`config.mk`:
```
export PLATFORM = sky130hd
export DESIGN_NAME = addr_calc_datapath_flat
export DESIGN_NICKNAME = d
export VERILOG_FILES = /design/src/rtl/addr_calc_datapath_if.sv /design/src/rtl/addr_calc_datapath.sv /design/src/flat_wrapper.sv
export SDC_FILE = /design/constraint.sdc
export NUM_CORES = 1
export LEC_CHECK = 0
export BUFFER_PORTS_ARGS = -buffer_cell sky130_fd_sc_hd__buf_4
export CORE_MARGIN = 1.5
export CORE_UTILIZATION = 46
export DETAILED_ROUTE_END_ITERATION = 10
export GPL_ROUTABILITY_DRIVEN = 0
export GPL_TIMING_DRIVEN = 0
export PLACE_DENSITY = 0.8
export SLEW_MARGIN = 25
export SYNTH_ARGS = -nofsm -noshare
export SYNTH_HDL_FRONTEND = slang
export SYNTH_SLANG_ARGS = --single-unit
```
`constraint.sdc`:
```
create_clock -name clk -period 2.2 [get_ports clk]
set_input_delay 0.11 -clock clk [delete_from_list [all_inputs] [get_ports clk]]
set_output_delay 0.11 -clock clk [all_outputs]
set_load 0.01 [all_outputs]
```
`src/rtl/addr_calc_datapath_if.sv`:
```
// Bus interface between the MR CPU control/register-file side and the address datapath.
// Carry outputs exist only when ADDR_CARRY_EN is defined.
interface addr_calc_datapath_if #(
    parameter int IR_W   = 16,
    parameter int ADDR_W = 8
);
    logic [IR_W-1:0]   ir_in;
    logic [IR_W-1:0]   regb_out;
    logic              ld_ir;
    logic              ld_rdir;
    logic              ld_pc;
    logic              mux_1_pc;
    logic              reset_pc_sel;
    logic [IR_W-1:0]   ir_out;
    logic [ADDR_W-1:0] rdir_out;
    logic [ADDR_W-1:0] pc_out;
    logic [ADDR_W-1:0] add_dir_out;
    logic [ADDR_W-1:0] inc_out;
    logic [ADDR_W-1:0] mux_1_out;
`ifdef ADDR_CARRY_EN
    logic              dir_carry;
    logic              inc_carry;

    modport master (
        output ir_in, regb_out, ld_ir, ld_rdir, ld_pc, mux_1_pc, reset_pc_sel,
        input  ir_out, rdir_out, pc_out, add_dir_out, inc_out, mux_1_out,
        input  dir_carry, inc_carry
    );
    modport slave (
        input  ir_in, regb_out, ld_ir, ld_rdir, ld_pc, mux_1_pc, reset_pc_sel,
        output ir_out, rdir_out, pc_out, add_dir_out, inc_out, mux_1_out,
        output dir_carry, inc_carry
    );
`else
    modport master (
        output ir_in, regb_out, ld_ir, ld_rdir, ld_pc, mux_1_pc, reset_pc_sel,
        input  ir_out, rdir_out, pc_out, add_dir_out, inc_out, mux_1_out
    );
    modport slave (
        input  ir_in, regb_out, ld_ir, ld_rdir, ld_pc, mux_1_pc, reset_pc_sel,
        output ir_out, rdir_out, pc_out, add_dir_out, inc_out, mux_1_out
    );
`endif
endinterface

```
`src/rtl/addr_calc_datapath.sv`:
```
// MR CPU address datapath: IR, effective-address register RDIR and PC with their adders/mux.
// Optional macro ADDR_CARRY_EN exposes the carry-outs of both adders.
module addr_calc_datapath #(
    parameter int IR_W   = 16,
    parameter int ADDR_W = 8
) (
    input logic                 clk,
    input logic                 rst,
    addr_calc_datapath_if.slave bus
);
    logic [IR_W-1:0]   ir_q, ir_d;
    logic [ADDR_W-1:0] rdir_q, rdir_d;
    logic [ADDR_W-1:0] pc_q, pc_d;
    logic [ADDR_W-1:0] mux_1;
    logic [ADDR_W:0]   dir_sum;
    logic [ADDR_W:0]   inc_sum;

    // One extra bit on each adder holds the carry-out; the address itself wraps.
    assign dir_sum = {1'b0, bus.regb_out[ADDR_W-1:0]} + {1'b0, ir_q[ADDR_W-1:0]};
    assign mux_1   = bus.mux_1_pc ? rdir_q : pc_q;
    assign inc_sum = {1'b0, mux_1} + (ADDR_W+1)'(1);

    always_comb begin
        // NOTE: every variable gets its hold value first so no path leaves it unassigned (no latch).
        ir_d   = ir_q;
        rdir_d = rdir_q;
        pc_d   = pc_q;
        if (bus.ld_ir)   ir_d   = bus.ir_in;
        if (bus.ld_rdir) rdir_d = dir_sum[ADDR_W-1:0];
        if (bus.ld_pc)   pc_d   = bus.reset_pc_sel ? '0 : inc_sum[ADDR_W-1:0];
    end

    always_ff @(posedge clk or posedge rst) begin
        if (rst) begin
            ir_q   <= '0;
            rdir_q <= '0;
            pc_q   <= '0;
        end else begin
            // NOTE: non-blocking so every register samples the pre-edge values of the others.
            ir_q   <= ir_d;
            rdir_q <= rdir_d;
            pc_q   <= pc_d;
        end
    end

    assign bus.ir_out      = ir_q;
    assign bus.rdir_out    = rdir_q;
    assign bus.pc_out      = pc_q;
    assign bus.add_dir_out = dir_sum[ADDR_W-1:0];
    assign bus.mux_1_out   = mux_1;
    assign bus.inc_out     = inc_sum[ADDR_W-1:0];

`ifdef ADDR_CARRY_EN
    assign bus.dir_carry = dir_sum[ADDR_W];
    assign bus.inc_carry = inc_sum[ADDR_W];

    logic unused_bits;
    assign unused_bits = ^bus.regb_out[IR_W-1:ADDR_W];
`else
    logic unused_bits;
    assign unused_bits = ^{bus.regb_out[IR_W-1:ADDR_W], dir_sum[ADDR_W], inc_sum[ADDR_W]};
`endif
endmodule

```
`src/flat_wrapper.sv`:
```
// flat-port wrapper written by rule: the top's interface ports become plain ports
module addr_calc_datapath_flat 
#(
    parameter int IR_W   = 16,
    parameter int ADDR_W = 8
)
  (clk, rst, bus_ir_in, bus_regb_out, bus_ld_ir, bus_ld_rdir, bus_ld_pc, bus_mux_1_pc, bus_reset_pc_sel, bus_ir_out, bus_rdir_out, bus_pc_out, bus_add_dir_out, bus_inc_out, bus_mux_1_out);
  addr_calc_datapath_if #(.IR_W(IR_W), .ADDR_W(ADDR_W)) bus_i ();
  input logic clk;
  input logic rst;
  input wire logic [$bits(bus_i.ir_in)-1:0] bus_ir_in;
  input wire logic [$bits(bus_i.regb_out)-1:0] bus_regb_out;
  input wire logic [$bits(bus_i.ld_ir)-1:0] bus_ld_ir;
  input wire logic [$bits(bus_i.ld_rdir)-1:0] bus_ld_rdir;
  input wire logic [$bits(bus_i.ld_pc)-1:0] bus_ld_pc;
  input wire logic [$bits(bus_i.mux_1_pc)-1:0] bus_mux_1_pc;
  input wire logic [$bits(bus_i.reset_pc_sel)-1:0] bus_reset_pc_sel;
  output wire logic [$bits(bus_i.ir_out)-1:0] bus_ir_out;
  output wire logic [$bits(bus_i.rdir_out)-1:0] bus_rdir_out;
  output wire logic [$bits(bus_i.pc_out)-1:0] bus_pc_out;
  output wire logic [$bits(bus_i.add_dir_out)-1:0] bus_add_dir_out;
  output wire logic [$bits(bus_i.inc_out)-1:0] bus_inc_out;
  output wire logic [$bits(bus_i.mux_1_out)-1:0] bus_mux_1_out;
  assign bus_i.ir_in = bus_ir_in;
  assign bus_i.regb_out = bus_regb_out;
  assign bus_i.ld_ir = bus_ld_ir;
  assign bus_i.ld_rdir = bus_ld_rdir;
  assign bus_i.ld_pc = bus_ld_pc;
  assign bus_i.mux_1_pc = bus_mux_1_pc;
  assign bus_i.reset_pc_sel = bus_reset_pc_sel;
  assign bus_ir_out = bus_i.ir_out;
  assign bus_rdir_out = bus_i.rdir_out;
  assign bus_pc_out = bus_i.pc_out;
  assign bus_add_dir_out = bus_i.add_dir_out;
  assign bus_inc_out = bus_i.inc_out;
  assign bus_mux_1_out = bus_i.mux_1_out;
  addr_calc_datapath #(.IR_W(IR_W), .ADDR_W(ADDR_W)) u_core (.clk(clk), .rst(rst), .bus(bus_i));
endmodule
```
== Word-level counts from Yosys, hierarchy flattened ==
Index checks and enable logic that the tools add are counted.

* Reductions and logical operators: 0
* Bitwise logic cells: 0
* Mux-type cells: 2
* Order comparisons: 0
* $add $sub $neg: 2
* Shifts and indexed selects: 0
* Divide/modulo/power cells: 0
* Multiply operators: 0
* Equal/unequal tests: 0

{| class="wikitable"
|+ Operators with widths
! cell !! count
|-
| two-way mux 8 bit || 2
|-
| adder 8 x 1 -> 8 bit, second input constant || 1
|-
| adder 8 bit || 1
|}

* Output and inout port bits: 56
* Memory bits (read-only): 0
* Register bits: 32
* Latch bits: 0
* Bits in writable memories: 0
* Memories kept: 0

== Longest topological paths before layout ==
* Depth after elaboration: 3
* Gate-level depth with buffers: 8
* Depth with buffers taken out: 7

== Least setup slack after synthesis ==
OpenSTA, ideal clock, no wires.

* Kind: register to output
* From: register u_core.ir_q[0], in the netlist u_core.bus.ir_out[0]
* To: output port bus_add_dir_out[6]
* Path slack: 0.287 ns
* Data arrival time: 1.803 ns
* Stages on the path, launching flop included: 8
* Cells stage by stage: dfrtp_1 ha_1 inv_1 fa_1 nor2b_1 o31a_1 or4b_1 nand3_1

* Word-level cells in the longest chain between the ends: 1

{| class="wikitable"
|+ RTL lines
! element !! RTL line !! RTL
|-
| from (decl) || addr_calc_datapath.sv:11 || <nowiki>logic [IR_W-1:0] ir_q, ir_d;</nowiki>
|-
| from (signal assigned) || addr_calc_datapath.sv:40 || <nowiki>ir_q <= ir_d;</nowiki>
|-
| adder 8 bit || addr_calc_datapath.sv:19 || <nowiki>assign dir_sum = {1'b0, bus.regb_out[ADDR_W-1:0]} + {1'b0, ir_q[ADDR_W-1:0]};</nowiki>
|-
| to (decl) || flat_wrapper.sv:21 || <nowiki>output wire logic [$bits(bus_i.add_dir_out)-1:0] bus_add_dir_out;</nowiki>
|}

Every way passes these cells.

== Worst setup path in the final report ==
Ends and elaborated chain as after synthesis.

==> run metrics <==
status finished, violations left; failing checks setup timing; placed cell area between 2000 and 3000 um2; antenna cells 0; syn avg cell area 11.7 um2; synth unique cells 43; Post-Syn Instances around 160; Clock Tree Buf Depth 2; Synth Area in XOR/XNOR under 10%; max incr delay on CP roughly 0.48 ns; mapped cell area 1900 um2; GRT Overall Usage 21.1%; Period minus WS final 2.21 ns; HPWL Detailed between 3000 and 4000 um; Worst EP arrival about 2.1 ns; Vias/cell between 5 and 6; unrepaired setup endpoints after global routing yes; top cell type's share of synthesized area a little over two fifths; Worst setup endpoint bus_add_dir_out[6]; Compound-Gate Fraction of Synth Area between 10% and 20%; Worst Setup SP u_core.bus.ir_out[0]$_DFFE_PP0P_; worst reg2reg setup slack approximately 0.32 ns; CP Capture Type primary output; die height 67.3 um; die width roughly 67 um; post-route clock period utilization 101%; WP data required approximately 2.1 ns; I/O pin count 95; Layout fillers just over 300; Antenna Nets Post-Route 0; Simple-Gate Fraction of Synth Area between 10% and 20%; EDFF count, synth 0; WHS approximately 0.045 ns; max_slew headroom about 56%; antenna violations before repair 0; Mapped Nets 210; VDD IR max slightly above 0.5 mV; Max-Cap Viols 0; initial DRC count slightly below 50; Worst Setup Start Kind flip-flop; ranking of synthesized cells by area dfrtp_1 (42%), mux2_2 (14%), ha_1 (5.3%); first-pass GRT wire length 7040 um; cts bufs inserted 5; FF-to-FF Start u_core.bus.ir_out[0]$_DFFE_PP0P_; starting density of the core between 40% and 50%; Routed WL 4610 um; critical path cell sequence ha_4 > inv_2 > fa_2 > nor2b_2 > o31a_1 > or4b_1 > nand3_1 > buf_4; count leader, synth dfrtp_1; Core ar. between 4000 and 5000 um2; adder-cell share of the synthesized area 6.31%; layout cell share with drive strength beyond 1 a little under three fifths; CTS Root Buffer Type clkbuf_8; LEAKAGE about 1.4 nW; register area share after synthesis 42.1%; Worst-Skew Late Latency just under 0.3 ns; Min-Delay Path Class input port to flip-flop; H-tree levels 2; clk_skew 0.00563 ns; Yosys reg bits 32; largest family of logic cells by synthesized area multiplexers; leading register cell type out of synthesis dfrtp_1; Commonest cells post-synth dfrtp_1 (32), mux2_2 (24), inv_1 (14); CP Max Fanout 2; register area around 800 um2; Std-Cell Rows 23; worst slew pin tran roughly 0.65 ns; DRC 0; final std cell area, no fill between 2000 and 3000 um2; drt wl/cell around 15 um; IO buf count slightly above 80; die area 4530 um2; clock-pin slew on the worst setup and hold paths ~0.07 ns; FFs w/ async S/R, synth 100%; pre-CTS WS between 0.1 and 0.15 ns; Crit Path Category flip-flop to primary output; drt first pass iters 4; Final WS setup -0.0145 ns; Slew Limit Fails 0; cell taking the most area after synthesis dfrtp_1; number of global-route vias before repair roughly 1500; yosys warns 0; largest net degree at the start of global routing 33; Final Hold Violating Endpoints 0; worst r2r dst u_core.bus.rdir_out[6]$_DFFE_PP0P_; Final Net Count 307; area grow syn2layout 47.8%; final total power approximately 0.0023 W; PwrDens ~830 nW/um2; multi-input logic area approximately 1100 um2; r2r worst-path depth 9; CTS tree built; gr ovfl total 0; post-synthesis mux area share ~18%; Critical-path top delay cell or4b_1; CTS sink count 32; via count between 1500 and 2000; Setup-failing EPs final 1; fmax about 450 MHz
[power by group]
| part | switching, W | internal (W) | total [W] | leakage (nW) |
|---|---|---|---|---|
| Clock | 0.000230 | 0.000335 | 0.000564 | 0.0541 |
| Sequential | 0.000125 | 0.000685 | 0.000810 | 0.387 |
| Combinational | 0.000436 | 0.000531 | 0.000967 | 0.965 |
| Total | 0.000791 | 0.00155 | 0.00234 | 1.41 |
[cells in the final DEF (no fill, tap or decap), types with 2 or more instances in the layout]
cell / instances
a211oi_2: 2
inv_1: 12
mux2_2: 24
dfrtp_1: 32
nand4b_4: 2
nor2b_1: 5
nand4_2: 2
clkbuf_8: 5
inv_2: 2
a21oi_1: 3
ha_1: 5
xor2_1: 3
nor2_1: 4
nand3b_1: 2
o31a_1: 2
o211ai_1: 2
a31o_1: 3
o21ai_0: 3
a22o_1: 3
nor3b_1: 2
clkbuf_1: 2
xnor2_1: 6
mux2i_1: 5
nand2_1: 6
dlygate4sd3_1: 2
ha_4: 2
buf_4: 89
nand3_1: 3
[sequential cells by signal (all words and copies together) (netlist names)]
signal	cells
u_core.bus.ir_out	16
u_core.bus.pc_out	8
u_core.bus.rdir_out	8
[metrics by stage]
step	std cells	setup TNS [ns]	utilization, %
floorplan	162	0	-
global placement	295	0	64.7
detailed placement	295	0	64.7
CTS	309	-0.103	69.4
global route	310	-0.0743	70.3
finish	310	-0.0145	70.3
[worst max-delay path, delay by kind of cell, from the launching register on]
family	cells	cell delay (ns)
compound gates	1	0.25
fa+ha+maj	2	0.38
buf+inv	2	0.17
flops	1	0.41
simple gates	3	0.62
[final cells by class]
type / instances / area share, %
clock buffers: 5 / 2.45
clock inverters: 3 / 1.51
flip-flops and latches: 32 / 28.5
repair buffers: 91 / 24.5
well taps: 50 / 2.22
plain buffers: 5 / 1.56
inverters: 14 / 1.87
multi-input cells: 110 / 37.5
[routing by layer]
metal  GRT usage [%]  share of wire [%]  vias up
li1                -                  -      784
met1            25.3                 42      759
met2            36.1                 49       64
met3            5.83                7.8        8
met4            7.65                1.5        0
met5               0                  0        -
[worst min-delay path by stage]
| stage | startpoint | endpoint | slack (ns) | cells after the start |
|---|---|---|---|---|
| 2_1_floorplan | bus_reset_pc_sel | u_core.bus.pc_out[1]$_DFFE_PP0P_ | 0.19 | 1 |
| 3_3_place_gp | bus_reset_pc_sel | u_core.bus.pc_out[1]$_DFFE_PP0P_ | 0.31 | 2 |
| 3_5_place_dp | rst | u_core.bus.pc_out[2]$_DFFE_PP0P_ | 0.25 | 2 |
| 4_1_cts | bus_ir_in[13] | u_core.bus.ir_out[13]$_DFFE_PP0P_ | 0.04 | 2 |
| 5_1_grt | bus_ir_in[12] | u_core.bus.ir_out[12]$_DFFE_PP0P_ | 0.04 | 2 |
| 6_report | bus_ir_in[13] | u_core.bus.ir_out[13]$_DFFE_PP0P_ | 0.04 | 2 |
[cells by family after synthesis]
group,Yosys count
flops,32
fa+ha+maj,9
xor+xnor,10
mux,30
compound gates,28
buf+inv,20
simple gates,33
[repair_timing]
action                     4_1_cts  5_1_grt
gates resized for setup          5        6
pin swaps                        5        5
setup endpoints to repair        1        4
buffers inserted                 4        2
hold endpoints to repair        33        0
hold buffers                     2        0
(Power assumes the default switching activity.)
